`src/rtl/gate_share_arbiter_if.sv`:
```
// gate_share_arbiter_if: request/response bundle for the shared gate unit.
// Requester i occupies req_a/req_b[i*W +: W] and req_op[i*2 +: 2].
interface gate_share_arbiter_if #(
  parameter int N_REQ = 4,
  parameter int W     = 8,
  parameter int ID_W  = 2
) ();

  logic [N_REQ-1:0]   req_valid;
  logic [N_REQ-1:0]   req_ready;
  logic [N_REQ*W-1:0] req_a;
  logic [N_REQ*W-1:0] req_b;
  logic [N_REQ*2-1:0] req_op;
  logic               resp_valid;
  logic               resp_ready;
  logic [W-1:0]       resp_y;
  logic [ID_W-1:0]    resp_id;

  modport master (
    output req_valid,
    output req_a,
    output req_b,
    output req_op,
    output resp_ready,
    input  req_ready,
    input  resp_valid,
    input  resp_y,
    input  resp_id
  );

  modport slave (
    input  req_valid,
    input  req_a,
    input  req_b,
    input  req_op,
    input  resp_ready,
    output req_ready,
    output resp_valid,
    output resp_y,
    output resp_id
  );

endinterface

```
`src/rtl/gate_share_arbiter.sv`:
```
// gate_share_arbiter: round-robin sharing of one NAND/AND/NOR/OR unit.
// Optional counters op_count/grant_hist: GATE_SHARE_ARBITER_STATS_EN.
module gate_share_arbiter #(
  parameter int N_REQ = 4,
  parameter int W     = 8,
  parameter int ID_W  = 2
) (
  input  logic                 clk,
  input  logic                 rst,
  gate_share_arbiter_if.slave  bus,
  output logic                 busy
`ifdef GATE_SHARE_ARBITER_STATS_EN
  ,
  output logic [15:0]          op_count,
  output logic [N_REQ*8-1:0]   grant_hist
`endif
);

  typedef enum logic [1:0] {
    OP_NAND = 2'b00,
    OP_AND  = 2'b01,
    OP_NOR  = 2'b10,
    OP_OR   = 2'b11
  } gate_op_t;

  typedef enum logic [1:0] {
    S_IDLE,
    S_EXEC,
    S_RESP
  } state_t;

  typedef struct packed {
    logic [W-1:0]    a;
    logic [W-1:0]    b;
    gate_op_t        op;
    logic [ID_W-1:0] id;
  } job_t;

  state_t          state;
  logic [ID_W-1:0] rr_ptr;
  job_t            job;
  logic            resp_valid_q;
  logic [W-1:0]    resp_y_q;
  logic [ID_W-1:0] resp_id_q;

  logic [W-1:0]    a_arr  [N_REQ];
  logic [W-1:0]    b_arr  [N_REQ];
  logic [1:0]      op_arr [N_REQ];

  logic            sel_found;
  logic [ID_W-1:0] sel_idx;
  logic [ID_W-1:0] cand;
  int              cand_int;
  logic [ID_W-1:0] next_ptr;
  logic [N_REQ-1:0] grant;
  logic [W-1:0]    gate_y;

  for (genvar i = 0; i < N_REQ; i++) begin : g_unpack
    assign a_arr[i]  = bus.req_a[i*W +: W];
    assign b_arr[i]  = bus.req_b[i*W +: W];
    assign op_arr[i] = bus.req_op[i*2 +: 2];
  end

  // Cyclic search for the first valid requester starting at rr_ptr.
  always_comb begin
    sel_found = 1'b0;
    sel_idx   = '0;
    cand_int  = 0;
    cand      = '0;
    for (int k = 0; k < N_REQ; k++) begin
      cand_int = int'(rr_ptr) + k;
      if (cand_int >= N_REQ)
        cand_int = cand_int - N_REQ;
      cand = ID_W'(cand_int);
      if (!sel_found && bus.req_valid[cand]) begin
        sel_found = 1'b1;
        sel_idx   = cand;
      end
    end
  end

  // Pointer moves just past the winner, wrapping at N_REQ.
  always_comb begin
    next_ptr = '0;
    if (sel_idx != ID_W'(N_REQ - 1))
      next_ptr = sel_idx + 1'b1;
  end

  // One-hot accept, only while idle and out of reset.
  always_comb begin
    grant = '0;
    if (!rst && state == S_IDLE && sel_found)
      grant[sel_idx] = 1'b1;
  end

  // The shared gate unit working on the latched operands.
  always_comb begin
    gate_y = '0;
    unique case (job.op)
      OP_NAND: gate_y = ~(job.a & job.b);
      OP_AND:  gate_y = job.a & job.b;
      OP_NOR:  gate_y = ~(job.a | job.b);
      OP_OR:   gate_y = job.a | job.b;
      default: gate_y = '0;
    endcase
  end

  // Sequencer: grant/latch, execute, hold response until accepted.
  always_ff @(posedge clk) begin
    if (rst) begin
      state        <= S_IDLE;
      rr_ptr       <= '0;
      job          <= '0;
      resp_valid_q <= 1'b0;
      resp_y_q     <= '0;
      resp_id_q    <= '0;
      busy         <= 1'b0;
    end else begin
      unique case (state)
        S_IDLE: begin
          if (sel_found) begin
            job.a  <= a_arr[sel_idx];
            job.b  <= b_arr[sel_idx];
            job.op <= gate_op_t'(op_arr[sel_idx]);
            job.id <= sel_idx;
            rr_ptr <= next_ptr;
            busy   <= 1'b1;
            state  <= S_EXEC;
          end
        end
        S_EXEC: begin
          resp_y_q     <= gate_y;
          resp_id_q    <= job.id;
          resp_valid_q <= 1'b1;
          state        <= S_RESP;
        end
        S_RESP: begin
          if (bus.resp_ready) begin
            resp_valid_q <= 1'b0;
            busy         <= 1'b0;
            state        <= S_IDLE;
          end
        end
        default: begin
          resp_valid_q <= 1'b0;
          busy         <= 1'b0;
          state        <= S_IDLE;
        end
      endcase
    end
  end

  assign bus.req_ready  = grant;
  assign bus.resp_valid = resp_valid_q;
  assign bus.resp_y     = resp_y_q;
  assign bus.resp_id    = resp_id_q;

`ifdef GATE_SHARE_ARBITER_STATS_EN
  logic resp_fire;
  assign resp_fire = (state == S_RESP) && bus.resp_ready;

  // Saturating counters of completed responses and per-requester grants.
  always_ff @(posedge clk) begin
    if (rst) begin
      op_count   <= '0;
      grant_hist <= '0;
    end else begin
      if (resp_fire && op_count != 16'hFFFF)
        op_count <= op_count + 16'd1;
      for (int i = 0; i < N_REQ; i++) begin
        if (grant[i] && grant_hist[i*8 +: 8] != 8'hFF)
          grant_hist[i*8 +: 8] <= grant_hist[i*8 +: 8] + 8'd1;
      end
    end
  end
`endif

endmodule

```
`src/flat_wrapper.sv`:
```
// flat-port wrapper written by rule: the top's interface ports become plain ports
module gate_share_arbiter_flat 
#(
  parameter int N_REQ = 4,
  parameter int W     = 8,
  parameter int ID_W  = 2
)
  (clk, rst, busy, bus_req_valid, bus_req_a, bus_req_b, bus_req_op, bus_resp_ready, bus_req_ready, bus_resp_valid, bus_resp_y, bus_resp_id);
  gate_share_arbiter_if #(.N_REQ(N_REQ), .W(W), .ID_W(ID_W)) bus_i ();
  input  logic clk;
  input  logic rst;
  output logic busy;
  input wire logic [$bits(bus_i.req_valid)-1:0] bus_req_valid;
  input wire logic [$bits(bus_i.req_a)-1:0] bus_req_a;
  input wire logic [$bits(bus_i.req_b)-1:0] bus_req_b;
  input wire logic [$bits(bus_i.req_op)-1:0] bus_req_op;
  input wire logic [$bits(bus_i.resp_ready)-1:0] bus_resp_ready;
  output wire logic [$bits(bus_i.req_ready)-1:0] bus_req_ready;
  output wire logic [$bits(bus_i.resp_valid)-1:0] bus_resp_valid;
  output wire logic [$bits(bus_i.resp_y)-1:0] bus_resp_y;
  output wire logic [$bits(bus_i.resp_id)-1:0] bus_resp_id;
  assign bus_i.req_valid = bus_req_valid;
  assign bus_i.req_a = bus_req_a;
  assign bus_i.req_b = bus_req_b;
  assign bus_i.req_op = bus_req_op;
  assign bus_i.resp_ready = bus_resp_ready;
  assign bus_req_ready = bus_i.req_ready;
  assign bus_resp_valid = bus_i.resp_valid;
  assign bus_resp_y = bus_i.resp_y;
  assign bus_resp_id = bus_i.resp_id;
  gate_share_arbiter #(.N_REQ(N_REQ), .W(W), .ID_W(ID_W)) u_core (.clk(clk), .rst(rst), .bus(bus_i), .busy(busy));
endmodule
```
`config.mk`:
```
export PLATFORM = sky130hd
export DESIGN_NAME = gate_share_arbiter_flat
export DESIGN_NICKNAME = d
export VERILOG_FILES = /design/src/rtl/gate_share_arbiter_if.sv /design/src/rtl/gate_share_arbiter.sv /design/src/flat_wrapper.sv
export SDC_FILE = /design/constraint.sdc
export NUM_CORES = 1
export LEC_CHECK = 0
export ABC_CLOCK_PERIOD_IN_PS = 2100
export BUFFER_PORTS_ARGS = -buffer_cell sky130_fd_sc_hd__buf_2
export CAP_MARGIN = 20
export CORE_ASPECT_RATIO = 0.9
export CORE_MARGIN = 2
export CORE_UTILIZATION = 25
export DETAILED_ROUTE_END_ITERATION = 6
export HOLD_SLACK_MARGIN = 0.03
export PLACE_DENSITY_LB_ADDON = 0.25
export REMOVE_ABC_BUFFERS = 1
export SYNTH_ARGS = -nofsm -noshare
export SYNTH_HDL_FRONTEND = slang
export SYNTH_SLANG_ARGS = --single-unit
export TNS_END_PERCENT = 1
```
`constraint.sdc`:
```
create_clock -name clk -period 2.1 [get_ports clk]
set_input_delay 0.315 -clock clk [delete_from_list [all_inputs] [get_ports clk]]
set_output_delay 0.315 -clock clk [all_outputs]
set_load 0.02 [all_outputs]
```
==> impl_results.html, run 1 <==
<table>
<tr><th>Metric</th><th>Value</th></tr>
<tr><th colspan="2">Power and ir drop</th></tr>
<tr><td>Clock share of power</td><td>21.4%</td></tr>
<tr><td>Net switching component of the power</td><td>around 0.00077 W</td></tr>
<tr><td>Cell-internal power</td><td>0.00142 W</td></tr>
<tr><td>Net switching fraction of the power</td><td>about a third</td></tr>
<tr><td>Static leakage power</td><td>around 1.3 nW</td></tr>
<tr><td>Share of power burned in combinational logic</td><td>a little under two fifths</td></tr>
<tr><td>Worst IR drop on VDD</td><td>about 0.25 mV</td></tr>
<tr><td>Power density of the placed cells</td><td>roughly 760 nW/um^2</td></tr>
<tr><td>Sequential cell fraction of total power</td><td>41.0%</td></tr>
<tr><th colspan="2">STA</th></tr>
<tr><td>Final worst-path setup slack</td><td>-8.50 ps</td></tr>
<tr><td>Headroom to the max-slew limit</td><td>60.9%</td></tr>
<tr><td>Hold Vio Cnt, Final</td><td>0</td></tr>
<tr><td>Pin slew with the least headroom to its limit</td><td>between 500 and 600 ps</td></tr>
<tr><td>Final period utilization</td><td>100%</td></tr>
<tr><td>Worst-case hold slack</td><td>about 270 ps</td></tr>
<tr><td>Fin Clk Skew</td><td>about 5.9 ps</td></tr>
<tr><td>Final setup vio count</td><td>1</td></tr>
<tr><td>Post-route minimum period</td><td>roughly 2100 ps</td></tr>
<tr><td>Final Slew Violations</td><td>0</td></tr>
<tr><td>Aggregate negative setup slack</td><td>-8.50 ps</td></tr>
<tr><td>FMAX</td><td>474 MHz</td></tr>
<tr><td>RSZ-0062 raised after global routing</td><td>true</td></tr>
<tr><th colspan="2">Placement</th></tr>
<tr><td>Final weighted congestion in routability-driven placement</td><td>0.723</td></tr>
<tr><td>HPWL reported at the end of detailed placement</td><td>~4400 um</td></tr>
<tr><td>Placement Cell Area</td><td>2690 um^2</td></tr>
<tr><td>Port-buffer cells</td><td>94</td></tr>
<tr><td>Setup Slack @ Placement</td><td>-313 ps</td></tr>
<tr><th colspan="2">Drt</th></tr>
<tr><td>Via total after detailed routing</td><td>around 2000</td></tr>
<tr><td>Post-route DRC</td><td>0</td></tr>
<tr><td>Drt first-iter violations</td><td>48</td></tr>
<tr><td>Drt total wl</td><td>6010 um</td></tr>
<tr><td>Routed wire length per instance</td><td>14.0 um</td></tr>
<tr><td>Post-DRT Antenna Nets</td><td>0</td></tr>
<tr><td>Routed via count divided by cell count</td><td>approximately 4.8</td></tr>
<tr><td>Initial DRT Pass Iterations</td><td>5</td></tr>
<tr><th colspan="2">Layout</th></tr>
<tr><td>Fin area</td><td>roughly 2900 um^2</td></tr>
<tr><td>Util after Layout</td><td>36.1%</td></tr>
<tr><td>Layout fillers</td><td>between 800 and 900</td></tr>
<tr><td>Nets</td><td>409</td></tr>
<tr><td>Share of cells above drive strength 1</td><td>45.6%</td></tr>
<tr><td>ANT cells</td><td>0</td></tr>
<tr><td>Area growth from synthesis to layout</td><td>41.3%</td></tr>
<tr><td>Leading cell type in the layout, fill and taps excluded</td><td>sky130_fd_sc_hd__buf_2</td></tr>
<tr><td>Commonest cells after routing, fill and taps aside</td><td>91 x sky130_fd_sc_hd__buf_2, 34 x sky130_fd_sc_hd__dfxtp_1, 28 x sky130_fd_sc_hd__nand2_1</td></tr>
<tr><th colspan="2">Min path</th></tr>
<tr><td>Class of the tightest hold or removal check</td><td>primary input to flip-flop</td></tr>
<tr><td>Count of cells along the worst hold path</td><td>3</td></tr>
<tr><th colspan="2">Critical path</th></tr>
<tr><td>Critical Path Source Type</td><td>flip-flop</td></tr>
<tr><td>Worst reg-to-reg path cell count</td><td>6</td></tr>
<tr><td>Crit path arrival time</td><td>1790 ps</td></tr>
<tr><td>Required time at the endpoint of the critical path</td><td>about 1800 ps</td></tr>
<tr><td>Max Fanout on Critical Path</td><td>5</td></tr>
<tr><td>Crit path kind</td><td>flip-flop to output port</td></tr>
<tr><td>Kind of capture point of the worst setup path</td><td>output port</td></tr>
<tr><th colspan="2">GRT</th></tr>
<tr><td>Antenna violations before repair</td><td>0</td></tr>
<tr><td>Global routing usage summed across all routing layers</td><td>13.8%</td></tr>
<tr><td>Largest net degree at the start of global routing</td><td>38</td></tr>
<tr><td>Number of global-route vias before repair</td><td>a little under 2000</td></tr>
<tr><td>Aggregate global routing overflow</td><td>0</td></tr>
<tr><td>Global-route wire length before repair</td><td>between 9000 and 10000 um</td></tr>
<tr><th colspan="2">Clock tree</th></tr>
<tr><td>Clock Latency Late Sink</td><td>around 280 ps</td></tr>
<tr><td>Num Clock Sinks</td><td>36</td></tr>
<tr><td>Clock tree from TritonCTS</td><td>yes</td></tr>
<tr><td>Buffer depth of the longest clock path</td><td>2</td></tr>
<tr><td>H-tree Lvls</td><td>2</td></tr>
<tr><td>Number of buffers created by CTS</td><td>5</td></tr>
<tr><td>Clk pin slew, worst setup/hold paths</td><td>~70 ps</td></tr>
<tr><td>Library cell used as clock root buffer</td><td>sky130_fd_sc_hd__clkbuf_8</td></tr>
<tr><td>Number of hold-repair buffers added at the cts stage</td><td>0</td></tr>
<tr><th colspan="2">Logic synthesis</th></tr>
<tr><td>Async set or reset register ratio after synthesis</td><td>0%</td></tr>
<tr><td>Count of different cell masters after synthesis</td><td>33</td></tr>
<tr><td>Synthesized area divided by synthesized cell count</td><td>about 9 um^2</td></tr>
<tr><td>Post-synthesis sequential element count</td><td>36</td></tr>
<tr><td>Number of cells produced by synthesis</td><td>about 230</td></tr>
<tr><td>Prevailing post-synth register cell</td><td>sky130_fd_sc_hd__dfxtp_1</td></tr>
<tr><td>Fraction of synthesized cell area taken by the top area cell type</td><td>35.5%</td></tr>
<tr><td>Synth warnings</td><td>0</td></tr>
<tr><td>Yosys top cell by area</td><td>sky130_fd_sc_hd__dfxtp_1</td></tr>
<tr><td>Fraction of the yosys area taken by sequential cells</td><td>between 30 and 40%</td></tr>
<tr><td>Top cells by area, synth</td><td>sky130_fd_sc_hd__dfxtp_1 35%, sky130_fd_sc_hd__mux2i_1 9.4%, sky130_fd_sc_hd__a32oi_1 7.8%</td></tr>
<tr><td>Mapped Area</td><td>~2000 um^2</td></tr>
<tr><td>Post-synth EDFFs</td><td>0</td></tr>
<tr><th colspan="2">Outcome</th></tr>
<tr><td>Failing checks</td><td>negative setup slack</td></tr>
<tr><td>Run status</td><td>finished, violations left</td></tr>
<tr><th colspan="2">Die</th></tr>
<tr><td>Ports placed on the boundary</td><td>95</td></tr>
<tr><td>Starting density of the core</td><td>approximately a quarter</td></tr>
<tr><td>Placement row count</td><td>31</td></tr>
<tr><td>Core ar.</td><td>between 7000 and 8000 um^2</td></tr>
<tr><td>Die extent in x</td><td>roughly 100 um</td></tr>
<tr><td>Vertical extent of the die</td><td>roughly 90 um</td></tr>
<tr><td>Area enclosed by the die boundary</td><td>8870 um^2</td></tr>
<tr><th colspan="2">Flow run</th></tr>
<tr><td>Max cap viols</td><td>0</td></tr>
</table>
[layer usage]
layer  vias up  GRT usage (%)  part of all wire [%]
met3         5           3.75                   6.2
li1       1042              -                     -
met2        69           21.7                    46
met1       932           18.9                    48
met4         0           3.36                  0.63
met5         -              0                     0
[per-stage QoR]
step                instances  total power [W]
floorplan                 208          0.00138
global placement          419          0.00170
detailed placement        419          0.00170
CTS                       428          0.00221
global route              428          0.00235
finish                    428          0.00220
[kinds of logic (layout without fill, tap and decap cells)]
group                    count (synthesis)  after routing  share of synthesized area (%)
multiplexers                            19             19                           9.36
adder cells (fa/ha/maj)                  9              9                           4.56
buffers and inverters                   22            126                           5.60
flip-flops                              36             36                           35.5
AND/OR/NAND/NOR                         74             74                           19.2
AO/OA/AOI/OAI                           57             57                           22.4
XOR/XNOR                                 8              8                           3.45
[cell usage after synthesis, drive strengths merged, types with 4 or more instances]
cell	count
dfxtp	36
a32oi	18
buf	11
nor2	6
maj3	8
xnor2	8
o211ai	18
nand2b	5
a21oi	17
inv	5
mux2i	19
nor3	4
nand2	29
nand3	18
clkbuf	6
and2	4
[critical path, cell delays in order (launching register included)]
cell                      delay (ps)
sky130_fd_sc_hd__dfxtp_4         360
sky130_fd_sc_hd__and2_4          140
sky130_fd_sc_hd__and2_4          140
sky130_fd_sc_hd__buf_6           120
sky130_fd_sc_hd__nor3_4          270
sky130_fd_sc_hd__ha_2            240
sky130_fd_sc_hd__and2_4          140
sky130_fd_sc_hd__buf_6           110
[final timing paths]
check | start | endpoint | slack (ps)
max | u_core.rr_ptr[1] | bus_req_ready[3] | -8
min | bus_req_b[1] | u_core.job[5] | 270
max reg2reg | u_core.state[0] | u_core.job[10] | 210
min reg2reg | u_core.bus.resp_y[5] | u_core.bus.resp_y[5] | 450
[cell type report]
type                       instances  area (um^2)  area share (%)
sequential                        36          726            25.3
clock inverter                     1         5.00           0.174
tap                               99          124            4.32
timing repair buffer             114          672            23.4
inverter                           5         21.3           0.741
multi-input combinational        167         1250            43.5
clock buffer                       6         72.6            2.53
[flip-flops by register name (all words and copies together) (netlist names)]
register and flops:
u_core.busy 1, u_core.job 20, u_core.bus.resp_y 8, u_core.state 2, u_core.rr_ptr 2, u_core.bus.resp_valid 1
u_core.bus.resp_id 2
[power by group through the flow]
stage / Combinational (W) / Sequential (W) / Clock, W
floorplan: 0.000452 / 0.000929 / 0
global placement: 0.000784 / 0.000914 / 0
detailed placement: 0.000790 / 0.000914 / 0
CTS: 0.000818 / 0.000900 / 0.000493
global route: 0.000908 / 0.000921 / 0.000519
finish: 0.000825 / 0.000900 / 0.000470
[what timing repair did]
item / CTS / global route
setup endpoints to repair: 21 / 4
pin swaps: 4 / 3
gates resized for setup: 12 / 14
buffers inserted: 2 / 1
(Power assumes the default switching activity.)
==> run 2, diff against run 1 <==
--- a/config.mk
+++ b/config.mk
@@ -5,6 +5,7 @@
 export SDC_FILE = /design/constraint.sdc
 export NUM_CORES = 1
 export LEC_CHECK = 0
+export ABC_AREA = 1
 export ABC_CLOCK_PERIOD_IN_PS = 2100
 export BUFFER_PORTS_ARGS = -buffer_cell sky130_fd_sc_hd__buf_2
 export CAP_MARGIN = 20
@@ -15,6 +16,7 @@
 export HOLD_SLACK_MARGIN = 0.03
 export PLACE_DENSITY_LB_ADDON = 0.25
 export REMOVE_ABC_BUFFERS = 1
+export SLEW_MARGIN = 20
 export SYNTH_ARGS = -nofsm -noshare
 export SYNTH_HDL_FRONTEND = slang
 export SYNTH_SLANG_ARGS = --single-unit
==> impl_results.html, run 2 <==
<table>
<tr><th>Metric</th><th>Value</th></tr>
<tr><th colspan="2">Logic synthesis</th></tr>
<tr><td>Synth Area in Simple Gates</td><td>47.1%</td></tr>
<tr><td>Synth warnings</td><td>0</td></tr>
<tr><td>Share of the synthesized netlist area taken by xor and xnor gates</td><td>2.71%</td></tr>
<tr><td>Top cells by area, synth</td><td>sky130_fd_sc_hd__dfxtp_1 28%, sky130_fd_sc_hd__nand2_1 27%, sky130_fd_sc_hd__nand3_1 12%</td></tr>
<tr><td>Top cell types by occurrence after synthesis</td><td>187 x sky130_fd_sc_hd__nand2_1, 62 x sky130_fd_sc_hd__nand3_1, 51 x sky130_fd_sc_hd__inv_1</td></tr>
<tr><td>Compound-gate portion of the synthesized area</td><td>under 10%</td></tr>
<tr><td>Number of cells produced by synthesis</td><td>435</td></tr>
<tr><td>Post-synth EDFFs</td><td>0</td></tr>
<tr><td>Prevailing post-synth register cell</td><td>sky130_fd_sc_hd__dfxtp_1</td></tr>
<tr><td>Post-synthesis sequential element count</td><td>36</td></tr>
<tr><td>Async set or reset register ratio after synthesis</td><td>0%</td></tr>
<tr><td>Count of different cell masters after synthesis</td><td>29</td></tr>
<tr><td>Synthesized area divided by synthesized cell count</td><td>5.93 um^2</td></tr>
<tr><td>Most numerous cell in the Yosys netlist</td><td>sky130_fd_sc_hd__nand2_1</td></tr>
<tr><td>Combinational family with the most area after synthesis</td><td>simple AND/OR/NAND/NOR gates</td></tr>
<tr><td>Fraction of the yosys area taken by sequential cells</td><td>about 28%</td></tr>
<tr><td>Mux cell area share after synthesis</td><td>0%</td></tr>
<tr><td>Fraction of synthesized cell area taken by the top area cell type</td><td>between 20% and 30%</td></tr>
<tr><td>Post-synthesis share of cell area spent on full adders, half adders and majority gates</td><td>between 3 and 4%</td></tr>
<tr><td>Mapped Area</td><td>2580 um^2</td></tr>
<tr><td>Yosys top cell by area</td><td>sky130_fd_sc_hd__dfxtp_1</td></tr>
<tr><th colspan="2">Clock tree</th></tr>
<tr><td>Clock Latency Late Sink</td><td>around 270 ps</td></tr>
<tr><td>H-tree Lvls</td><td>2</td></tr>
<tr><td>Buffer depth of the longest clock path</td><td>2</td></tr>
<tr><td>Number of buffers created by CTS</td><td>5</td></tr>
<tr><td>Clk pin slew, worst setup/hold paths</td><td>~50 ps</td></tr>
<tr><td>Num Clock Sinks</td><td>36</td></tr>
<tr><td>Library cell used as clock root buffer</td><td>sky130_fd_sc_hd__clkbuf_16</td></tr>
<tr><td>Clock tree from TritonCTS</td><td>yes</td></tr>
<tr><th colspan="2">Layout</th></tr>
<tr><td>Final Non-Filler Cells</td><td>671</td></tr>
<tr><td>Multi-input gate area in the final layout</td><td>roughly 1600 um^2</td></tr>
<tr><td>ANT cells</td><td>0</td></tr>
<tr><td>Total area of sequential cells</td><td>roughly 720 um^2</td></tr>
<tr><td>Share of cells above drive strength 1</td><td>between 30% and 40%</td></tr>
<tr><td>Area growth from synthesis to layout</td><td>39.2%</td></tr>
<tr><td>Layout fillers</td><td>1154</td></tr>
<tr><td>Register ranked first by flip-flop count</td><td>u_core.job</td></tr>
<tr><td>Leading cell type in the layout, fill and taps excluded</td><td>sky130_fd_sc_hd__nand2_1</td></tr>
<tr><td>Commonest cells after routing, fill and taps aside</td><td>181 x sky130_fd_sc_hd__nand2_1, 90 x sky130_fd_sc_hd__buf_2, 58 x sky130_fd_sc_hd__nand3_1</td></tr>
<tr><td>Util after Layout</td><td>35.4%</td></tr>
<tr><td>Nets</td><td>about 620</td></tr>
<tr><td>Flip-flop count of the largest register after layout</td><td>20</td></tr>
<tr><th colspan="2">Drt</th></tr>
<tr><td>Drt first-iter violations</td><td>between 90 and 100</td></tr>
<tr><td>Via total after detailed routing</td><td>between 2000 and 3000</td></tr>
<tr><td>Drt total wl</td><td>between 7000 and 8000 um</td></tr>
<tr><td>Initial DRT Pass Iterations</td><td>4</td></tr>
<tr><td>Post-DRT Antenna Nets</td><td>0</td></tr>
<tr><td>Post-route DRC</td><td>0</td></tr>
<tr><td>Routed via count divided by cell count</td><td>between 4 and 5</td></tr>
<tr><td>Routed wire length per instance</td><td>11.8 um</td></tr>
<tr><th colspan="2">Die</th></tr>
<tr><td>Starting density of the core</td><td>about 25%</td></tr>
<tr><td>Placement row count</td><td>35</td></tr>
<tr><td>Vertical extent of the die</td><td>100 um</td></tr>
<tr><td>Area enclosed by the die boundary</td><td>11200 um^2</td></tr>
<tr><td>Core ar.</td><td>roughly 10000 um^2</td></tr>
<tr><td>Die extent in x</td><td>between 100 and 150 um</td></tr>
<tr><td>Ports placed on the boundary</td><td>95</td></tr>
<tr><th colspan="2">STA</th></tr>
<tr><td>Aggregate negative setup slack</td><td>-343 ps</td></tr>
<tr><td>Fin Clk Skew</td><td>between 2 and 2.5 ps</td></tr>
<tr><td>Headroom to the max-slew limit</td><td>72.6%</td></tr>
<tr><td>Post-route minimum period</td><td>roughly 2200 ps</td></tr>
<tr><td>Final Slew Violations</td><td>0</td></tr>
<tr><td>Final worst-path setup slack</td><td>-100 ps</td></tr>
<tr><td>Hold Vio Cnt, Final</td><td>0</td></tr>
<tr><td>Final period utilization</td><td>105%</td></tr>
<tr><td>Pin slew with the least headroom to its limit</td><td>411 ps</td></tr>
<tr><td>RSZ-0062 raised after global routing</td><td>true</td></tr>
<tr><td>FMAX</td><td>454 MHz</td></tr>
<tr><td>Final setup vio count</td><td>4</td></tr>
<tr><th colspan="2">GRT</th></tr>
<tr><td>Aggregate global routing overflow</td><td>0</td></tr>
<tr><td>Antenna violations before repair</td><td>0</td></tr>
<tr><td>Met2 demand-to-capacity share in global routing</td><td>between 20% and 30%</td></tr>
<tr><td>Number of global-route vias before repair</td><td>~2700</td></tr>
<tr><td>Global-route wire length before repair</td><td>approximately 13000 um</td></tr>
<tr><td>Met3 track utilization from global routing</td><td>roughly 2.7%</td></tr>
<tr><td>Routing layer with the top usage in global route</td><td>met2</td></tr>
<tr><td>Global routing usage summed across all routing layers</td><td>between 10% and 20%</td></tr>
<tr><td>Largest net degree at the start of global routing</td><td>33</td></tr>
<tr><td>Global-route met1 utilization</td><td>a little under a fifth</td></tr>
<tr><th colspan="2">Placement</th></tr>
<tr><td>Final weighted congestion in routability-driven placement</td><td>between 0.9 and 1</td></tr>
<tr><td>Port-buffer cells</td><td>94</td></tr>
<tr><td>HPWL reported at the end of detailed placement</td><td>just under 6000 um</td></tr>
<tr><td>Placed Cells</td><td>about 650</td></tr>
<tr><th colspan="2">Critical path</th></tr>
<tr><td>Worst reg-to-reg path cell count</td><td>17</td></tr>
<tr><td>Flop-to-flop setup slack</td><td>about 70 ps</td></tr>
<tr><td>Max Fanout on Critical Path</td><td>7</td></tr>
<tr><td>Crit path kind</td><td>flip-flop to output port</td></tr>
<tr><td>Delay of the slowest cell on the worst path</td><td>about 360 ps</td></tr>
<tr><td>Required time at the endpoint of the critical path</td><td>~1800 ps</td></tr>
<tr><td>Kind of capture point of the worst setup path</td><td>output port</td></tr>
<tr><td>Worst reg2reg path endpoint</td><td>u_core.job[15]</td></tr>
<tr><td>Critical Path Source Type</td><td>flip-flop</td></tr>
<tr><td>Worst path cell trace</td><td>buf_6, nand2_1, nand2_1, nand2_1, nand2_2, nor2_4, nand3_2, nand2_4, nand2_4, inv_4, ha_4, inv_4, nor2_4, buf_6</td></tr>
<tr><td>Crit path arrival time</td><td>~1900 ps</td></tr>
<tr><td>Slowest CP cell</td><td>sky130_fd_sc_hd__dfxtp_4</td></tr>
<tr><td>Most common cell type on the critical path</td><td>sky130_fd_sc_hd__nand2_1</td></tr>
<tr><td>Worst reg2reg startpoint</td><td>u_core.rr_ptr[0]</td></tr>
<tr><td>Total buffers and inverters traversed by the critical path</td><td>4</td></tr>
<tr><td>Cell type group with the largest total delay on the critical path</td><td>simple AND/OR/NAND/NOR gates</td></tr>
<tr><th colspan="2">Min path</th></tr>
<tr><td>Worst hold path startpoint</td><td>rst</td></tr>
<tr><td>Worst hold endpoint</td><td>u_core.rr_ptr[0]</td></tr>
<tr><td>Count of cells along the worst hold path</td><td>2</td></tr>
<tr><td>Class of the tightest hold or removal check</td><td>primary input to flip-flop</td></tr>
<tr><th colspan="2">Power and ir drop</th></tr>
<tr><td>Sequential cell fraction of total power</td><td>approximately a fifth</td></tr>
<tr><td>Power density of the placed cells</td><td>roughly 1400 nW/um^2</td></tr>
<tr><td>Worst IR drop on VDD</td><td>~0.60 mV</td></tr>
<tr><td>Clock share of power</td><td>14.2%</td></tr>
<tr><td>Static leakage power</td><td>about 2.1 nW</td></tr>
<tr><td>Cell-internal power</td><td>around 0.0027 W</td></tr>
<tr><td>Post-layout total power</td><td>roughly 0.0052 W</td></tr>
<tr><td>Net switching fraction of the power</td><td>between 40% and 50%</td></tr>
<tr><td>Share of power burned in combinational logic</td><td>65.3%</td></tr>
<tr><td>Net switching component of the power</td><td>~0.0025 W</td></tr>
<tr><th colspan="2">Outcome</th></tr>
<tr><td>Failing checks</td><td>negative setup slack</td></tr>
<tr><td>Run status</td><td>finished, violations left</td></tr>
<tr><th colspan="2">Flow run</th></tr>
<tr><td>Max cap viols</td><td>0</td></tr>
</table>
-- run 2: worst max-delay path by stage --
stage                startpoint               end  cells after the start
5_1_grt        u_core.rr_ptr[0]  bus_req_ready[0]                     11
3_5_place_dp   bus_req_valid[1]  bus_req_ready[3]                     14
3_3_place_gp   u_core.rr_ptr[0]  bus_req_ready[3]                     13
4_1_cts        u_core.rr_ptr[0]  bus_req_ready[0]                     12
2_1_floorplan  u_core.rr_ptr[0]  bus_req_ready[0]                     10
6_report       u_core.rr_ptr[0]  bus_req_ready[3]                     14
-- run 2: worst register-to-register path: stages, from the launching register on --
cell and delay, ps:
sky130_fd_sc_hd__dfxtp_4 380, sky130_fd_sc_hd__buf_6 130, sky130_fd_sc_hd__nand2_2 70, sky130_fd_sc_hd__nand2_4 80, sky130_fd_sc_hd__nand2_1 70, sky130_fd_sc_hd__nand2_2 110
sky130_fd_sc_hd__nand3_2 80, sky130_fd_sc_hd__nor2_2 120, sky130_fd_sc_hd__nor2_2 50, sky130_fd_sc_hd__buf_4 140, sky130_fd_sc_hd__buf_4 140, sky130_fd_sc_hd__buf_12 140
sky130_fd_sc_hd__nor2_4 110, sky130_fd_sc_hd__buf_4 150, sky130_fd_sc_hd__nand3_1 70, sky130_fd_sc_hd__nand2_1 60, sky130_fd_sc_hd__nand2_1 40, sky130_fd_sc_hd__nand2_1 60
-- run 2: stage by stage --
step | setup slack (ps) | cell area, um^2 | hold WS (ps)
after floorplan | -622 | 2460 | 384
after global placement | 33.4 | 3210 | 472
after detailed placement | 13.2 | 3210 | 485
after CTS | -85.3 | 3550 | 259
after global routing | -201 | 3590 | 282
final | -100 | 3590 | 266
-- run 2: metal layers --
metal  routed length, um  vias up
li1                    -     1561
met1                3840     1300
met2                3530       80
met3                 414       10
met4                 136        0
met5                   0        -
-- run 2: area by class of cell --
| type | instances | share of cell area, % |
|---|---|---|
| Timing Repair Buffer | 120 | 19.7 |
| Clock inverter | 1 | 0.209 |
| Clock buffer | 7 | 3.97 |
| Sequential cell | 36 | 20.2 |
| Multi-Input combinational cell | 322 | 45.3 |
| Inverter | 56 | 6.13 |
| Tap cell | 129 | 4.49 |
-- run 2: power groups by stage --
stage / Combinational [W] / Clock (W) / Sequential (W)
final: 0.00338 / 0.000732 / 0.00106
after global routing: 0.00380 / 0.000786 / 0.00109
after CTS: 0.00333 / 0.000755 / 0.00106
after detailed placement: 0.00292 / 0 / 0.00107
after global placement: 0.00291 / 0 / 0.00106
after floorplan: 0.00183 / 0 / 0.00115
-- run 2: cell families (layout without fill, tap and decap cells) --
kind of cell	after synthesis	count (layout)
AO/OA/AOI/OAI	25	25
XOR/XNOR	8	8
adder cells (fa/ha/maj)	9	9
buffers and inverters	78	184
flip-flops	36	36
AND/OR/NAND/NOR	279	280
-- run 2: what timing repair did --
item | in CTS | in global routing
endpoints found under the setup margin | 4 | 22
gates cloned | 1 | 0
pin swaps | 15 | 3
hold buffers | 0 | 0
gates resized for setup | 34 | 8
setup buffers | 9 | 1
